<file path="src/rtl/instr_fetch_decode.sv">
// Tiny program store with LOAD/RUN/HALT sequencing. It decodes the word at pc_in for an
// external program counter and counts retired instructions.
module instr_fetch_decode (
  input  logic       clk,
  input  logic       reset,
  input  logic       prog_we,
  input  logic [3:0] prog_addr,
  input  logic [7:0] prog_data,
  input  logic       start,
  input  logic [3:0] pc_in,
  output logic [1:0] opcode,
  output logic [3:0] set_value,
  output logic [7:0] instr_out,
  output logic       pc_reset,
  output logic       running,
  output logic       halted,
  output logic [7:0] retired_count
);

  typedef enum logic [1:0] {
    ST_LOAD = 2'b00,
    ST_RUN  = 2'b01,
    ST_HALT = 2'b10
  } state_t;

  state_t     state_r;
  logic [7:0] mem_r [16];
  logic [7:0] retired_r;
  logic [7:0] fetch_s;
  logic [7:0] word_s;
  logic       halt_hit_s;

  assign fetch_s = mem_r[pc_in];

  // Present the fetched word only while executing; otherwise hand the PC a harmless NOP
  always_comb begin
    word_s = 8'h00;
    if (state_r == ST_RUN) begin
      word_s = fetch_s;
    end else begin
      word_s = 8'h00;
    end
  end

  // A branch whose target is its own address is the program's way of saying "stop"
  assign halt_hit_s    = (word_s[7:6] == 2'b11) && (word_s[3:0] == pc_in);

  assign instr_out     = word_s;
  assign opcode        = word_s[7:6];
  assign set_value     = word_s[3:0];
  assign pc_reset      = reset | (state_r != ST_RUN);
  assign running       = (state_r == ST_RUN);
  assign halted        = (state_r == ST_HALT);
  assign retired_count = retired_r;

  // Sequencer, program memory writes and retired-instruction counter
  always_ff @(posedge clk) begin
    if (reset) begin
      state_r   <= ST_LOAD;
      retired_r <= 8'h00;
      for (int i = 0; i < 16; i++) begin
        mem_r[4'(i)] <= 8'h00;
      end
    end else begin
      case (state_r)
        ST_LOAD, ST_HALT: begin
          if (prog_we) begin
            mem_r[prog_addr] <= prog_data;
          end
          if (start) begin
            state_r   <= ST_RUN;
            retired_r <= 8'h00;
          end
        end
        ST_RUN: begin
          if (retired_r != 8'hFF) begin
            retired_r <= retired_r + 8'd1;
          end
          if (halt_hit_s) begin
            state_r <= ST_HALT;
          end
        end
        default: begin
          state_r <= ST_LOAD;
        end
      endcase
    end
  end

endmodule

</file>
<file path="config.mk">
export PLATFORM = sky130hd
export DESIGN_NAME = instr_fetch_decode
export DESIGN_NICKNAME = d
export VERILOG_FILES = /design/src/rtl/instr_fetch_decode.sv
export SDC_FILE = /design/constraint.sdc
export NUM_CORES = 1
export LEC_CHECK = 0
export BUFFER_PORTS_ARGS = -buffer_cell sky130_fd_sc_hd__buf_2
export CAP_MARGIN = 20
export CORE_ASPECT_RATIO = 0.7
export CORE_MARGIN = 2
export CORE_UTILIZATION = 50
export CTS_CLUSTER_DIAMETER = 60
export DETAILED_ROUTE_END_ITERATION = 8
export PLACE_DENSITY = 0.68
export SKIP_CTS_REPAIR_TIMING = 1
export SKIP_LAST_GASP = 1
export SLEW_MARGIN = 20
export SYNTH_ARGS = -nofsm -noshare
export SYNTH_HDL_FRONTEND = slang
export SYNTH_SLANG_ARGS = --single-unit
</file>
<file path="constraint.sdc">
create_clock -name clk -period 3.4 [get_ports clk]
set_input_delay 0.68 -clock clk [delete_from_list [all_inputs] [get_ports clk]]
set_output_delay 0.68 -clock clk [all_outputs]
set_load 0.01 [all_outputs]
</file>
==> impl_metrics.toml, run 1 <==
[global_routing]
top_usage_layer = "met1"
grt_max_degree = 23
grt_overflow = 0
track_usage_pct = 24.3
groute.layer.met1.usage_pct = 38.1
grt_pass1_vias = 3899
antenna_found_initial = 1
grt_first_pass_wirelength_um = 24500
met2_usage_pct = 32.2
use_met3_pct = 8.25

[yosys]
ys_warn_count = 0
synth_async_sr_flop_share_pct = 0
ys_ff_latch = 138
syn_area_um2 = 6630
synthFlopType = "edfxtp_1"
synth_cell_type_count = 36
seq_area_frac_synth_pct = 61.0
synth-edff-count = 128
synth_cells = 475
syn_nets = 496
avgSynthCellArea_um2 = 14.0

[timing]
worst_slack_ns = 0.186
fin_hold_ws_ns = 0.523
worstMarginPinSlew_ns = 0.707
slew_headroom_pct = 52.7
finalCriticalPeriod_ns = 3.21
setup_violations = 0
slew_violations = 0
rsz0062_at_grt = "no"
finalHoldViolations = 0
tns_ns = 0
fmax_mhz = 311
post-route-period-util_pct = 94.5
fin_skew_ns = 0.0108

[worst_setup_path]
startpoint_type = "primary input"
ff2ff_path_depth = 6
worstPathMaxFanout = 15
required_ns = 2.72
crit_arrival_ns = 2.53
criticalPathCategory = "primary input to primary output"
cp-end-kind = "primary output"

[hold_path]
hold_depth = 2
min_path_type = "register to register"

[clocking]
clkLatencyLatePin_ns = 0.42
clk_pin_slew_ns = 0.06
cts_root_buffer = "clkbuf_16"
clockBufferDepth = 2
cts_tree = "yes"
h-tree-depth = 4
cts.sinks = 138
numCtsBuffers = 17

[route]
wire_per_inst_um = 22.7
drtIter0Drc = 433
finalWirelength_um = 16100
drc = 0
dr.pass1.iters = 5
vias = 4155
ant_nets = 0
via_per_inst = 5.84

[final_layout]
stdcell_area_um2 = 7640
synthToLayoutAreaGrowth_pct = 15.2
register_area_um2 = 4040
fill_cells = 1018
instances_no_fill = 711
fin_nets = 552
final_cell_mix = "and2_1, edfxtp_1, buf_2"
fin_util_pct = 58.5
drive_above_1_share_pct = 22.4
multi_input_area_um2 = 2360
layout.cells.most_common = "and2_1"

[floorplanning]
coreArea_um2 = 13100
io_pins = 45
chipHeight_um = 100
dieWidth_um = 142
start_util_pct = 50.8
dieArea_um2 = 14200
rows = 35

[job]
maxCapViolations = 0

[pwr]
ir_drop_mv = 0.280
p_leak_nw = 3.08
power.density_nw_per_um2 = 552
finalPower_mw = 4.21

[place]
dp.cells = 678
dpl.hpwl_um = 11400
pre_cts_ws_ns = 0.241
finalWeightedCongestion = 0.833
port_buffers = 44
dpl-instance-area_um2 = 7010

[status]
status = "finished clean"
-- routing by layer --
layer / part of all wire, % / wire length (µm) / up-vias
met1: 46 / 7490 / 2077
met3: 12 / 1980 / 12
met5: 0 / 0 / -
met4: 0.76 / 122 / 0
li1: - / - / 1841
met2: 41 / 6560 / 225
-- worst paths after layout --
path	to	slack, ns	from
max	instr_out[4]	0.19	pc_in[0]
min	retired_count[7]	0.52	retired_count[7]
max reg2reg	state_r[0]	1.39	mem_r[1][3]
min reg2reg	retired_count[7]	0.52	retired_count[7]
-- cell families after synthesis --
group | Yosys count | synth area share (%)
simple gates | 214 | 18.9
flops | 138 | 61.0
mux | 53 | 12.3
buf+inv | 31 | 3.51
compound gates | 30 | 3.13
xor+xnor | 8 | 1.06
fa+ha+maj | 1 | 0.189
-- worst max-delay path: stages --
cell    delay (ns)
buf_2         0.37
mux4_1        0.66
mux4_2        0.50
and2_1        0.18
buf_2         0.13
-- Yosys cell counts, drive strengths merged, types with 3 or more instances --
library cell	instances	share of area, %
xor2	8	1.1
nand2b	8	0.75
edfxtp	128	58
and2	132	12
mux4	19	7.1
nor3	4	0.30
mux2i	33	5.0
dfxtp	10	3.0
a21oi	3	0.23
or2	16	1.5
nor2	20	1.1
nand2	15	0.85
clkbuf	14	0.79
nand4	4	0.38
a22oi	16	1.8
nor2b	4	0.38
buf	15	2.6
o22ai	5	0.57
nand3	4	0.30
o21ai	4	0.30
-- where the power goes --
group,internal [mW],switching (mW)
clock,1.23,0.730
sequential,1.92,0.0328
combinational,0.114,0.192
total,3.26,0.955
-- registers in the layout, summed over array words and instances (netlist names) --
register / flops
mem_r: 128
retired_count: 8
state_r: 2
-- area by class of cell --
cell class | instances | area share (%)
multi-input combinational | 306 | 30.8
antenna | 1 | 0.0328
timing repair buffer | 66 | 5.21
tap | 166 | 2.72
clock inverter | 15 | 2.59
inverter | 2 | 0.0983
clock buffer | 17 | 5.57
sequential | 138 | 52.9
Note: power is estimated with default switching activity, not from simulation.
==> inputs of run 2 (changes only) <==
--- a/config.mk
+++ b/config.mk
@@ -5,10 +5,10 @@
 export SDC_FILE = /design/constraint.sdc
 export NUM_CORES = 1
 export LEC_CHECK = 0
+export ABC_AREA = 1
 export BUFFER_PORTS_ARGS = -buffer_cell sky130_fd_sc_hd__buf_2
 export CAP_MARGIN = 20
 export CORE_ASPECT_RATIO = 0.7
-export CORE_MARGIN = 2
 export CORE_UTILIZATION = 50
 export CTS_CLUSTER_DIAMETER = 60
 export DETAILED_ROUTE_END_ITERATION = 8
==> run 2 against run 1 <==
The run now ends with DRC left. Utilization up 0.65 points. Flip-flop and latch count unchanged. Total power up 0.86%. Worst hold slack worse by 0.036 ns. Clock-buffer cell count unchanged. Clock power about the same. Worst setup slack better by 0.032 ns. First-iteration DRC count up 32%.
==> impl_metrics.toml, run 2 <==
[floorplanning]
dieArea_um2 = 13700
chipHeight_um = 98.1
rows = 34
start_util_pct = 52.2
io_pins = 45
dieWidth_um = 139
coreArea_um2 = 12600

[route]
wl_met1_um = 7900
wl_met2_um = 7270
finalWirelength_um = 17400
drtIter0Drc = 570
dr.pass1.iters = 8
ant_nets = 0
highest_layer = "met4"
drc = 6
via_per_inst = 5.68
wl_met3_um = 1990
wire_per_inst_um = 18.5
vias = 5342

[yosys]
avgSynthCellArea_um2 = 8.97
yosysMostFrequentCell = "nor2_1"
synth_cell_type_count = 25
synthFlopType = "edfxtp_1"
synth-edff-count = 128
synthTopCellsByCount = "nor2_1, nand2_1, edfxtp_1"
ys_ff_latch = 138
ys_warn_count = 0
synth_compound_area_share_pct = 4.90
syn_area_um2 = 6590
seq_area_frac_synth_pct = 61.3
synth_top_area_share_pct = 58.3
yosys.area_share.simple_pct = 25.7
synth_largest_area_cell = "edfxtp_1"
synth_xor_xnor_area_share_pct = 0
synth_mux_area_share_pct = 0
yosys.area_share.adder_pct = 0.190
synth_async_sr_flop_share_pct = 0
synth_top_family_by_area = "simple AND/OR/NAND/NOR gates"
synth_cells = 735
synthTopCellsByArea = "edfxtp_1, nor2_1, nand2_1"
syn_nets = 756

[final_layout]
synthToLayoutAreaGrowth_pct = 13.4
drive_above_1_share_pct = 11.2
final_cell_mix = "nor2_1, nand2_1, edfxtp_1"
layout.cells.most_common = "nor2_1"
largest_register = "mem_r"
fin_nets = 787
largest_register_ffs = 128
instances_no_fill = 941
antennaDiodeCount = 0
fill_cells = 1099

[worst_setup_path]
crit_arrival_ns = 2.50
path_cells = "buf_2 > buf_4 > o21ai_0 > o221ai_1 > nand3_1 > a21oi_1 > buf_2"
max_stage_delay_ns = 0.40
required_ns = 2.72
worstPathMaxFanout = 30
startpoint_type = "primary input"
cp-end-kind = "primary output"
criticalPathCategory = "primary input to primary output"
cp_common_cell = "buf_2"
crit_path_top_delay_cell = "buf_4"

[job]
maxCapViolations = 0

[clocking]
cts_tree = "yes"
h-tree-depth = 4
clk_pin_slew_ns = 0.06
numCtsBuffers = 17
clkLatencyLatePin_ns = 0.42
clockBufferDepth = 2
cts_root_buffer = "clkbuf_16"
cts.sinks = 138

[global_routing]
track_usage_pct = 27.2
grt_overflow = 0
antenna_found_initial = 1
grt_max_degree = 39
grt_pass1_vias = 4956
grt_first_pass_wirelength_um = 27500

[timing]
slew_violations = 0
fin_hold_ws_ns = 0.487
fmax_mhz = 314
finalCriticalPeriod_ns = 3.18
post-route-period-util_pct = 93.6
setup_violations = 0
fin_skew_ns = 0.00523
worst_slack_ns = 0.218
tns_ns = 0
worstMarginPinSlew_ns = 0.871
slew_headroom_pct = 41.9
finalHoldViolations = 0
rsz0062_at_grt = "no"

[status]
violations = "DRC"
status = "complete, but fails checks"

[hold_path]
min_path_type = "register to register"

[place]
pre_cts_ws_ns = 0.380
dp.cells = 909
finalWeightedCongestion = 0.919
dpl.hpwl_um = 11400
port_buffers = 44

[pwr]
clkPwrFrac_pct = 45.9
power.density_nw_per_um2 = 568
ir_drop_mv = 0.400
seqPwrFrac_pct = 45.6
p_sw_share_pct = 23.9
power.internal_mw = 3.23
p_leak_nw = 3.30
switching_power_mw = 1.02
p_comb_share_pct = 8.5
run 2: critical path, delay by kind of cell:
kind	cells	cell delay, ns
AND/OR/NAND/NOR	1	0.12
buffers and inverters	3	0.89
AO/OA/AOI/OAI	3	0.79
run 2: path summary, 6_finish.rpt:
path,depth (start not counted),slack (ns),from,to
worst max register to register,5,1.07,state_r[0],mem_r[12][5]
worst max-delay path,7,0.22,pc_in[0],instr_out[5]
worst min register to register,2,0.49,retired_count[5],retired_count[5]
worst min-delay path,2,0.49,retired_count[5],retired_count[5]
run 2: layer usage:
metal / vias to the layer above / GRT usage [%]
met5: - / 0
met4: 0 / 7.78
met3: 25 / 7.11
met2: 297 / 37.4
met1: 2562 / 42.0
li1: 2458 / -
run 2: metrics by stage:
step	power [mW]	utilization [%]	cell area, µm²
floorplan	2.20	-	6590
global placement	2.31	54.2	6850
detailed placement	2.32	54.2	6850
CTS	4.25	59.2	7480
global route	4.38	59.2	7480
finish	4.25	59.2	7480
run 2: cell families (layout without fill, tap and decap cells):
family	Yosys count	count (layout)
flip-flops	138	138
AND/OR/NAND/NOR	426	426
AO/OA/AOI/OAI	56	56
adder cells (fa/ha/maj)	1	1
buffers and inverters	114	158
run 2: power by group through the flow:
stage | Combinational, mW | Clock, mW | Sequential, mW
global placement | 0.344 | 0 | 1.97
floorplan | 0.237 | 0 | 1.96
CTS | 0.354 | 1.96 | 1.94
global route | 0.394 | 2.04 | 1.94
finish | 0.360 | 1.95 | 1.94
detailed placement | 0.350 | 0 | 1.97
run 2: layout make-up:
class / instances / area (µm²) / area share (%)
Multi-Input combinational cell: 483 / 2030 / 27.2
Inverter: 73 / 274 / 3.66
Clock buffer: 17 / 425 / 5.69
Sequential cell: 138 / 4040 / 54.1
Timing Repair Buffer: 53 / 300 / 4.02
Tap cell: 162 / 203 / 2.71
Clock inverter: 15 / 199 / 2.66
==> inputs of run 3 (changes only) <==
--- a/config.mk
+++ b/config.mk
@@ -12,7 +12,7 @@
 export CORE_UTILIZATION = 50
 export CTS_CLUSTER_DIAMETER = 60
 export DETAILED_ROUTE_END_ITERATION = 8
-export PLACE_DENSITY = 0.68
+export PLACE_DENSITY = 0.77
 export SKIP_CTS_REPAIR_TIMING = 1
 export SKIP_LAST_GASP = 1
 export SLEW_MARGIN = 20
==> run 3 against run 2 <==
Routed wire length fell by 1.7%. The run still ends with DRC left. Largest power group unchanged. Worst hold slack better by 0.0033 ns. Non-clock buffer count fell by 2. Fmax up 7.3%. Sequential power about the same.
==> impl_metrics.toml, run 3 (synthesis gave the netlist of run 2 again) <==
[status]
status = "complete, but fails checks"
violations = "DRC"

[worst_setup_path]
required_ns = 2.72
startpoint_type = "primary input"
criticalPathCategory = "primary input to primary output"
worst-path-stages = 7
crit_arrival_ns = 2.29
cp-end-kind = "primary output"
cp_common_cell = "buf_2"
ff2ff_path_depth = 5
crit_family = "compound AO/OA/AOI/OAI gates"
crit_path_top_delay_cell = "inv_2"
worstPathMaxFanout = 28
crit_buf_inv = 3
max_stage_delay_ns = 0.40
path_cells = "buf_2 > inv_2 > o21ai_0 > o221ai_1 > o211ai_1 > a21oi_1 > buf_2"

[timing]
rsz0062_at_grt = "no"
post-route-period-util_pct = 87.2
worst_slack_ns = 0.434
setup_violations = 0
finalCriticalPeriod_ns = 2.97
finalHoldViolations = 0
slew_violations = 0
slew_headroom_pct = 42.5
fin_skew_ns = 0.0110
fin_hold_ws_ns = 0.490
worstMarginPinSlew_ns = 0.862
fmax_mhz = 337
tns_ns = 0

[hold_path]
hold_depth = 2
min_path_type = "register to register"

[clocking]
clkLatencyLatePin_ns = 0.43
clk_pin_slew_ns = 0.06
clockBufferDepth = 2
cts.sinks = 138
cts_root_buffer = "clkbuf_16"
h-tree-depth = 4
cts_tree = "yes"
numCtsBuffers = 17

[global_routing]
antenna_found_initial = 0
grt_max_degree = 66
grt_first_pass_wirelength_um = 26900
grt_pass1_vias = 4921
track_usage_pct = 26.6
grt_overflow = 0

[pwr]
p_comb_share_pct = 8.4
ir_drop_mv = 0.382
clkPwrFrac_pct = 46.7
power.density_nw_per_um2 = 574
p_leak_nw = 3.31
power.internal_mw = 3.31
seqPwrFrac_pct = 44.9
switching_power_mw = 1.01
p_sw_share_pct = 23.4

[route]
ant_nets = 0
wire_per_inst_um = 18.2
finalWirelength_um = 17100
drtIter0Drc = 731
dr.pass1.iters = 9
drc = 5
via_per_inst = 5.69
vias = 5340

[final_layout]
fin_util_pct = 59.4
register_area_um2 = 4040
layout.cells.most_common = "nor2_1"
antennaDiodeCount = 0
drive_above_1_share_pct = 10.8
synthToLayoutAreaGrowth_pct = 13.9
largest_register = "mem_r"
largest_register_ffs = 128
fin_nets = 785
multi_input_area_um2 = 2030
fill_cells = 1049
final_cell_mix = "nor2_1, nand2_1, edfxtp_1"

[floorplanning]
io_pins = 45
start_util_pct = 52.2
dieWidth_um = 139
coreArea_um2 = 12600
dieArea_um2 = 13700
chipHeight_um = 98.1
rows = 34

[place]
port_buffers = 44
dpl.hpwl_um = 11200
pre_cts_ws_ns = 0.592
finalWeightedCongestion = 0.913

[job]
maxCapViolations = 0
==> run 3: cell types whose count changed in the layout (fill, tap and decap cells not counted), moves of 2 or more <==
cell      before  now
buf_4          8    3
clkbuf_1       0    2
clkinv_2       1    3
clkinv_4       4    1
buf_12         1    4
==> run 3: layer usage <==
layer | track usage, % | vias to the layer above | wire (µm) | share of wire [%]
met5 | 0 | - | 0 | 0
met4 | 10.3 | 0 | 270 | 1.6
met3 | 6.52 | 23 | 2050 | 12
met2 | 37.4 | 358 | 7350 | 43
met1 | 39.4 | 2503 | 7410 | 43
li1 | - | 2456 | - | -
==> run 3: power groups by stage <==
| stage | clock network, mW | registers, mW | logic, mW |
|---|---|---|---|
| 2_1_floorplan | 0 | 1.96 | 0.237 |
| 3_3_place_gp | 0 | 1.97 | 0.342 |
| 3_5_place_dp | 0 | 1.97 | 0.350 |
| 4_1_cts | 2.01 | 1.94 | 0.354 |
| 5_1_grt | 2.09 | 1.94 | 0.394 |
| 6_report | 2.01 | 1.94 | 0.362 |
==> run 3: metrics by stage <==
stage               cells  power (mW)  area [µm²]
global route          939        4.43        7510
detailed placement    907        2.32        6880
floorplan             735        2.20        6590
finish                939        4.31        7510
CTS                   939        4.30        7510
global placement      907        2.31        6880
==> run 3: final cells by class <==
cell class                      count  share of cell area, %
Multi-Input combinational cell    483                   27.1
Sequential cell                   138                   53.9
Inverter                           73                   3.65
Timing Repair Buffer               51                   4.30
Tap cell                          162                   2.70
Clock buffer                       19                   5.77
Clock inverter                     13                   2.67
==> run 3: worst paths after layout <==
kind	startpoint	endpoint	slack, ns
max	pc_in[1]	instr_out[4]	0.43
min	retired_count[5]	retired_count[5]	0.49
min reg2reg	retired_count[5]	retired_count[5]	0.49
max reg2reg	state_r[0]	mem_r[13][4]	1.16
==> run 3: worst reg2reg max path: stages (launching register included) <==
cell and delay [ns]:
dfxtp_1 0.33, inv_1 0.07, nand3_1 0.23, nor3_1 0.47, nand2_1 0.37, nand2_1 0.42
